`src/rtl/sar_search_ctrl_pkg.sv`:
```
// Shared types for the SAR search controller: FSM state encoding and the
// comparator flag one-hot check.
package sar_search_ctrl_pkg;

   typedef enum logic [1:0] {
      IDLE,
      DRIVE,
      SAMPLE,
      FIN
   } state_t;

   // Exactly one of g/e/l must be set for the comparator answer to be legal.
   function automatic logic flags_onehot(input logic g, input logic e, input logic l);
      return ({g, e, l} == 3'b100) || ({g, e, l} == 3'b010) || ({g, e, l} == 3'b001);
   endfunction

endpackage

```
`src/rtl/sar_search_ctrl_flag_check.sv`:
```
// Combinational check of the comparator answer for the current probe, and the
// narrowed search window that answer implies.
module search_flag_check
   import sar_search_ctrl_pkg::*;
#(
   parameter int unsigned WIDTH = 4
) (
   input  logic             g,
   input  logic             e,
   input  logic             l,
   input  logic [WIDTH-1:0] probe,
   input  logic [WIDTH-1:0] lo,
   input  logic [WIDTH-1:0] hi,
   output logic             flag_ok,
   output logic [WIDTH-1:0] next_lo,
   output logic [WIDTH-1:0] next_hi
);

   localparam logic [WIDTH-1:0] MAXV = '1;

   logic [WIDTH:0] lo_w;
   logic [WIDTH:0] hi_w;

   // Validate flags and narrow [lo,hi]; one extra bit keeps lo>hi detectable.
   always_comb begin
      lo_w    = {1'b0, lo};
      hi_w    = {1'b0, hi};
      flag_ok = flags_onehot(g, e, l);
      if (g) begin
         if (probe == '0) flag_ok = 1'b0;
         else             hi_w    = {1'b0, probe} - (WIDTH+1)'(1);
      end
      if (l) begin
         if (probe == MAXV) flag_ok = 1'b0;
         else               lo_w    = {1'b0, probe} + (WIDTH+1)'(1);
      end
      if (lo_w > hi_w) flag_ok = 1'b0;
      next_lo = lo_w[WIDTH-1:0];
      next_hi = hi_w[WIDTH-1:0];
   end

endmodule

```
`src/rtl/sar_search_ctrl.sv`:
```
// Binary-search controller: drives probe values into an external magnitude
// comparator and narrows [lo,hi] from its g/e/l answer until it hits equality.
module sar_search_ctrl
   import sar_search_ctrl_pkg::*;
#(
   parameter int unsigned WIDTH = 4,
   parameter int unsigned CNT_W = 3
) (
   input  logic             clk,
   input  logic             rst,
   input  logic             start,
   output logic [WIDTH-1:0] probe,
   input  logic             cmp_g,
   input  logic             cmp_e,
   input  logic             cmp_l,
   output logic             busy,
   output logic             done,
   output logic             err,
   output logic [WIDTH-1:0] found,
   output logic [CNT_W-1:0] probes
);

   state_t           state;
   state_t           state_n;
   logic [WIDTH-1:0] lo;
   logic [WIDTH-1:0] hi;
   logic [CNT_W-1:0] cnt;
   logic [WIDTH:0]   span;
   logic [WIDTH-1:0] mid;
   logic             flag_ok;
   logic [WIDTH-1:0] next_lo;
   logic [WIDTH-1:0] next_hi;

   // lo <= hi holds whenever DRIVE is entered, so the midpoint never exceeds hi
   // and fits back into WIDTH bits.
   assign span = {1'b0, hi} - {1'b0, lo};
   assign mid  = lo + WIDTH'(span >> 1);

   search_flag_check #(
      .WIDTH(WIDTH)
   ) u_flag_check (
      .g      (cmp_g),
      .e      (cmp_e),
      .l      (cmp_l),
      .probe  (probe),
      .lo     (lo),
      .hi     (hi),
      .flag_ok(flag_ok),
      .next_lo(next_lo),
      .next_hi(next_hi)
   );

   // State register.
   always_ff @(posedge clk or posedge rst) begin
      if (rst) state <= IDLE;
      else     state <= state_n;
   end

   // Next-state decode: one DRIVE/SAMPLE pair per probe, FIN holds the pulse.
   always_comb begin
      state_n = state;
      case (state)
         IDLE:    if (start) state_n = DRIVE;
         DRIVE:   state_n = SAMPLE;
         SAMPLE:  if (!flag_ok || cmp_e) state_n = FIN;
                  else                   state_n = DRIVE;
         FIN:     state_n = IDLE;
         default: state_n = IDLE;
      endcase
   end

   // Search window, probe counter and output registers.
   always_ff @(posedge clk or posedge rst) begin
      if (rst) begin
         probe  <= '0;
         busy   <= 1'b0;
         done   <= 1'b0;
         err    <= 1'b0;
         found  <= '0;
         probes <= '0;
         lo     <= '0;
         hi     <= '1;
         cnt    <= '0;
      end else begin
         case (state)
            IDLE: begin
               if (start) begin
                  lo   <= '0;
                  hi   <= '1;
                  cnt  <= '0;
                  busy <= 1'b1;
               end
            end
            DRIVE: begin
               probe <= mid;
               cnt   <= cnt + CNT_W'(1);
            end
            SAMPLE: begin
               if (!flag_ok) begin
                  err  <= 1'b1;
                  busy <= 1'b0;
               end else if (cmp_e) begin
                  found  <= probe;
                  probes <= cnt;
                  done   <= 1'b1;
                  busy   <= 1'b0;
               end else begin
                  lo <= next_lo;
                  hi <= next_hi;
               end
            end
            FIN: begin
               done <= 1'b0;
               err  <= 1'b0;
            end
            default: ;
         endcase
      end
   end

endmodule

```
`config.mk`:
```
export PLATFORM = sky130hd
export DESIGN_NAME = sar_search_ctrl
export DESIGN_NICKNAME = d
export VERILOG_FILES = /design/src/rtl/sar_search_ctrl_pkg.sv /design/src/rtl/sar_search_ctrl_flag_check.sv /design/src/rtl/sar_search_ctrl.sv
export SDC_FILE = /design/constraint.sdc
export NUM_CORES = 1
export LEC_CHECK = 0
export ABC_AREA = 1
export CELL_PAD_IN_SITES_DETAIL_PLACEMENT = 0
export CELL_PAD_IN_SITES_GLOBAL_PLACEMENT = 1
export CORE_ASPECT_RATIO = 1.5
export CORE_MARGIN = 2
export CORE_UTILIZATION = 41
export DETAILED_ROUTE_END_ITERATION = 6
export GPL_TIMING_DRIVEN = 1
export PLACE_DENSITY_LB_ADDON = 0.1
export SETUP_SLACK_MARGIN = 0.3
export SYNTH_ARGS = -nofsm -noshare
export SYNTH_HDL_FRONTEND = slang
export SYNTH_SLANG_ARGS = --single-unit
export TNS_END_PERCENT = 100
```
`constraint.sdc`:
```
create_clock -name clk -period 3 [get_ports clk]
set_input_delay 0.45 -clock clk [delete_from_list [all_inputs] [get_ports clk]]
set_output_delay 0.45 -clock clk [all_outputs]
set_load 0.02 [all_outputs]
```
==> summary.txt <==
CTS
  – Clk buf depth: 2
  – Root buffer cell: clkbuf_8
  – Hold buffers post-CTS: 0
  – Clock sink count: 27
  – Insertion delay to the later sink of the worst-skew pair: roughly 280 ps
  – H-Tree Depth: 1
  – Total CTS buffers: 3
  – CTS tree: done
  – CTS clock-pin slew for the worst setup and hold paths: roughly 90 ps

STA
  – Crit path time final: 2470 ps
  – Setup tns final: 0 ps
  – Final hold vios: 0
  – Fmax: a little over 400 MHz
  – # setup viols final: 0
  – Worst Skew: 4.72 ps
  – Final worst path period share: ~82%
  – Slew of the pin with the lowest slew margin: between 600 and 700 ps
  – RSZ-0062 raised after global routing: no
  – Max Slew Vio Count: 0
  – Worst slew margin: 56.3%
  – Fin worst setup slack: ~530 ps

Power
  – Gate power share: between 60% and 70%
  – Clock power frac: 7.9%
  – Reg power frac: 28.2%
  – Net switching power figure: roughly 1.3 mW
  – Pwr Density: 1270 nW/um^2
  – Switching share of total power: just under 50%
  – Int Pwr: 1.36 mW
  – Total power: between 2 and 3 mW
  – Leak: 1.03 nW
  – Max rail drop VDD: roughly 0.7 mV

Critical path
  – Worst EP required: 3210 ps
  – Crit-path cells: inv_1 -> ha_2 -> xor2_1 -> o22ai_1 -> ha_1 -> nand2_1 -> nand2_1 -> nand2_1 -> nand3_2 -> a21oi_4 -> nand2_2 -> o21ai_2
  – Reg2Reg Setup Slack: roughly 530 ps
  – Slowest stage delay, CP: between 400 and 500 ps
  – Crit path launch: probe[0]
  – Reg2reg end: probes[0]
  – Worst Setup EP: probes[0]
  – Worst r2r path cells: 12
  – WS Path Type: reg -> reg
  – R2r startpoint: probe[0]
  – Setup crit end kind: register
  – Critical Path Start Type: register
  – CP most frequent cell: nand2_1
  – Slowest cell on crit path: dfrtp_1
  – Worst path arrival time: 2670 ps
  – CP max FO: 7

Synthesis
  – Seq/Total Area, Yosys: between 30% and 40%
  – Yosys cell types: 28
  – Synth Register Bits: 27
  – Synth top area share: roughly a third
  – Commonest cells post-synth: nand2_1, inv_1, dfrtp_1, nand3_1, ha_1
  – EDFF count, synth: 0
  – Fraction of registers with async set/reset: 100%
  – Largest area contributor in the netlist: dfrtp_1
  – Cells after Synth: between 200 and 250
  – Count leader, synth: nand2_1
  – Area contributors post-synth: dfrtp_1, nand2_1, ha_1
  – Synth Area per Inst: about 8.0 um^2
  – Post-synth net total: roughly 240
  – Netlist Area Pre-Place: about 1800 um^2
  – Top FF cell, synth: dfrtp_1
  – Synth Warn #: 0

Routing
  – Drt pass-1 iters: 4
  – Via density: approximately 5
  – Final wirelength: 4210 um
  – Avg WL per Cell: 14.6 um
  – Final antenna-violating net count: 0
  – Remaining DRCs: 0
  – Iter 0 DRT Violations: between 50 and 60
  – Vias post-DR: between 1000 and 1500

Floorplanning
  – Die ar.: ~4800 um^2
  – Die height: ~84 um
  – DIE WIDTH: about 57 um
  – # rows: 29
  – Core area: 4170 um^2
  – I/O pin count: 20
  – Initial Util: roughly 42%

Layout
  – Final core utilization: about half
  – Fin nets: roughly 270
  – Synth-to-Final Area Change: 19.5%
  – Fill cells: 414
  – Share of cells above drive strength 1: between 15 and 20%
  – Antenna diodes: 0
  – Fin area: approximately 2100 um^2

GRT
  – Largest net degree at the start of global routing: 16
  – Initial antenna violation count: 0
  – Gr usage total: 19.1%
  – First-pass GRT wire length: a little over 7000 um
  – Vias in the first global route: between 1500 and 2000
  – Grt ovf: 0

Placement
  – # port buffers: 19
  – Area post-placement: between 1500 and 2000 um^2
  – Dpl ws: ~180 ps
  – Detailed Place HPWL: 3260 um
  – Gpl congestion: 0.837

Outcome
  – Status: complete, no violations

Worst hold path
  – Hold Path Class: reg -> reg

Job
  – Max cap viols: 0
sequential cells by signal, indices dropped and copies added (netlist names):
register and cells:
state 2, err 1, hi 4, probes 3, busy 1, probe 4
lo 4, done 1, cnt 3, found 4
layer usage:
| metal | vias to the layer above | global-route usage (%) | routed length (um) |
|---|---|---|---|
| li1 | 760 | - | - |
| met1 | 675 | 23.0 | 1720 |
| met2 | 26 | 34.4 | 2260 |
| met3 | 9 | 1.85 | 109 |
| met4 | 0 | 6.77 | 128 |
| met5 | - | 0 | 0 |
worst max-delay path, delay by kind of cell, from the launching register on:
kind | cells | cell delay (ps)
AND/OR/NAND/NOR | 5 | 500
XOR/XNOR | 1 | 170
AO/OA/AOI/OAI | 3 | 520
adder cells (fa/ha/maj) | 2 | 580
flip-flops | 1 | 430
buffers and inverters | 1 | 190
power by group through the flow:
stage | Combinational, mW | Clock [mW] | Sequential (mW)
finish | 1.71 | 0.211 | 0.754
global route | 1.96 | 0.234 | 0.778
CTS | 1.62 | 0.217 | 0.757
detailed placement | 1.61 | 0 | 0.763
global placement | 1.57 | 0 | 0.756
floorplan | 1.09 | 0 | 0.803
timing repair:
action                                  in CTS  in global routing
gates resized for setup                      0                 12
setup buffers                                0                  1
endpoints found under the setup margin       0                 18
layout by cell type, fill, tap and decap left out, types with 2 or more instances in the layout:
cell | Yosys | routed
xnor2_1 | 2 | 2
buf_4 | 1 | 2
o21ai_1 | 7 | 6
nor2_1 | 6 | 6
nand2_1 | 62 | 60
o22ai_1 | 3 | 3
dfrtp_1 | 23 | 22
o21ai_0 | 3 | 3
a21oi_4 | 0 | 2
ha_1 | 13 | 11
inv_1 | 25 | 25
o21a_1 | 3 | 3
clkbuf_8 | 0 | 3
nor2_2 | 3 | 3
nand4_1 | 4 | 4
o21ai_2 | 7 | 8
inv_2 | 9 | 9
ha_2 | 0 | 2
a21oi_1 | 7 | 7
dfstp_2 | 4 | 4
nand2_2 | 5 | 7
o211ai_1 | 2 | 2
fa_1 | 2 | 2
nand3_1 | 17 | 15
clkdlybuf4s50_1 | 0 | 19
xor2_1 | 5 | 5
cell type report:
| class | instances | area (um^2) | share of cell area [%] |
|---|---|---|---|
| Clock buffer | 4 | 45.0 | 2.15 |
| Sequential cell | 27 | 682 | 32.5 |
| Inverter | 34 | 128 | 6.08 |
| Tap cell | 46 | 57.6 | 2.74 |
| Timing Repair Buffer | 21 | 205 | 9.77 |
| Multi-Input combinational cell | 157 | 982 | 46.8 |
cells by family (layout without fill, tap and decap cells):
kind of cell | Yosys count | in the layout | share of synthesized area (%)
xor+xnor | 7 | 7 | 3.49
flops | 27 | 27 | 38.7
fa+ha+maj | 15 | 15 | 11.5
simple gates | 99 | 100 | 24.6
buf+inv | 37 | 59 | 8.62
compound gates | 35 | 35 | 13.0
how the worst min path moves through the flow:
stage | to | cells past startpoint | slack (ps) | start
final | hi[0] | 2 | 480 | hi[0]
after global routing | hi[0] | 2 | 500 | hi[0]
after detailed placement | probes[0] | 2 | 470 | probes[0]
after floorplan | hi[0] | 2 | 440 | hi[0]
after CTS | hi[0] | 2 | 490 | hi[0]
after global placement | busy | 2 | 460 | busy
metrics by stage:
step	hold slack (ps)	std cells
after floorplan	444	220
after global placement	455	283
after detailed placement	474	283
after CTS	488	287
after global routing	495	289
final	482	289
No activity file was read; power rests on OpenSTA's default activity.
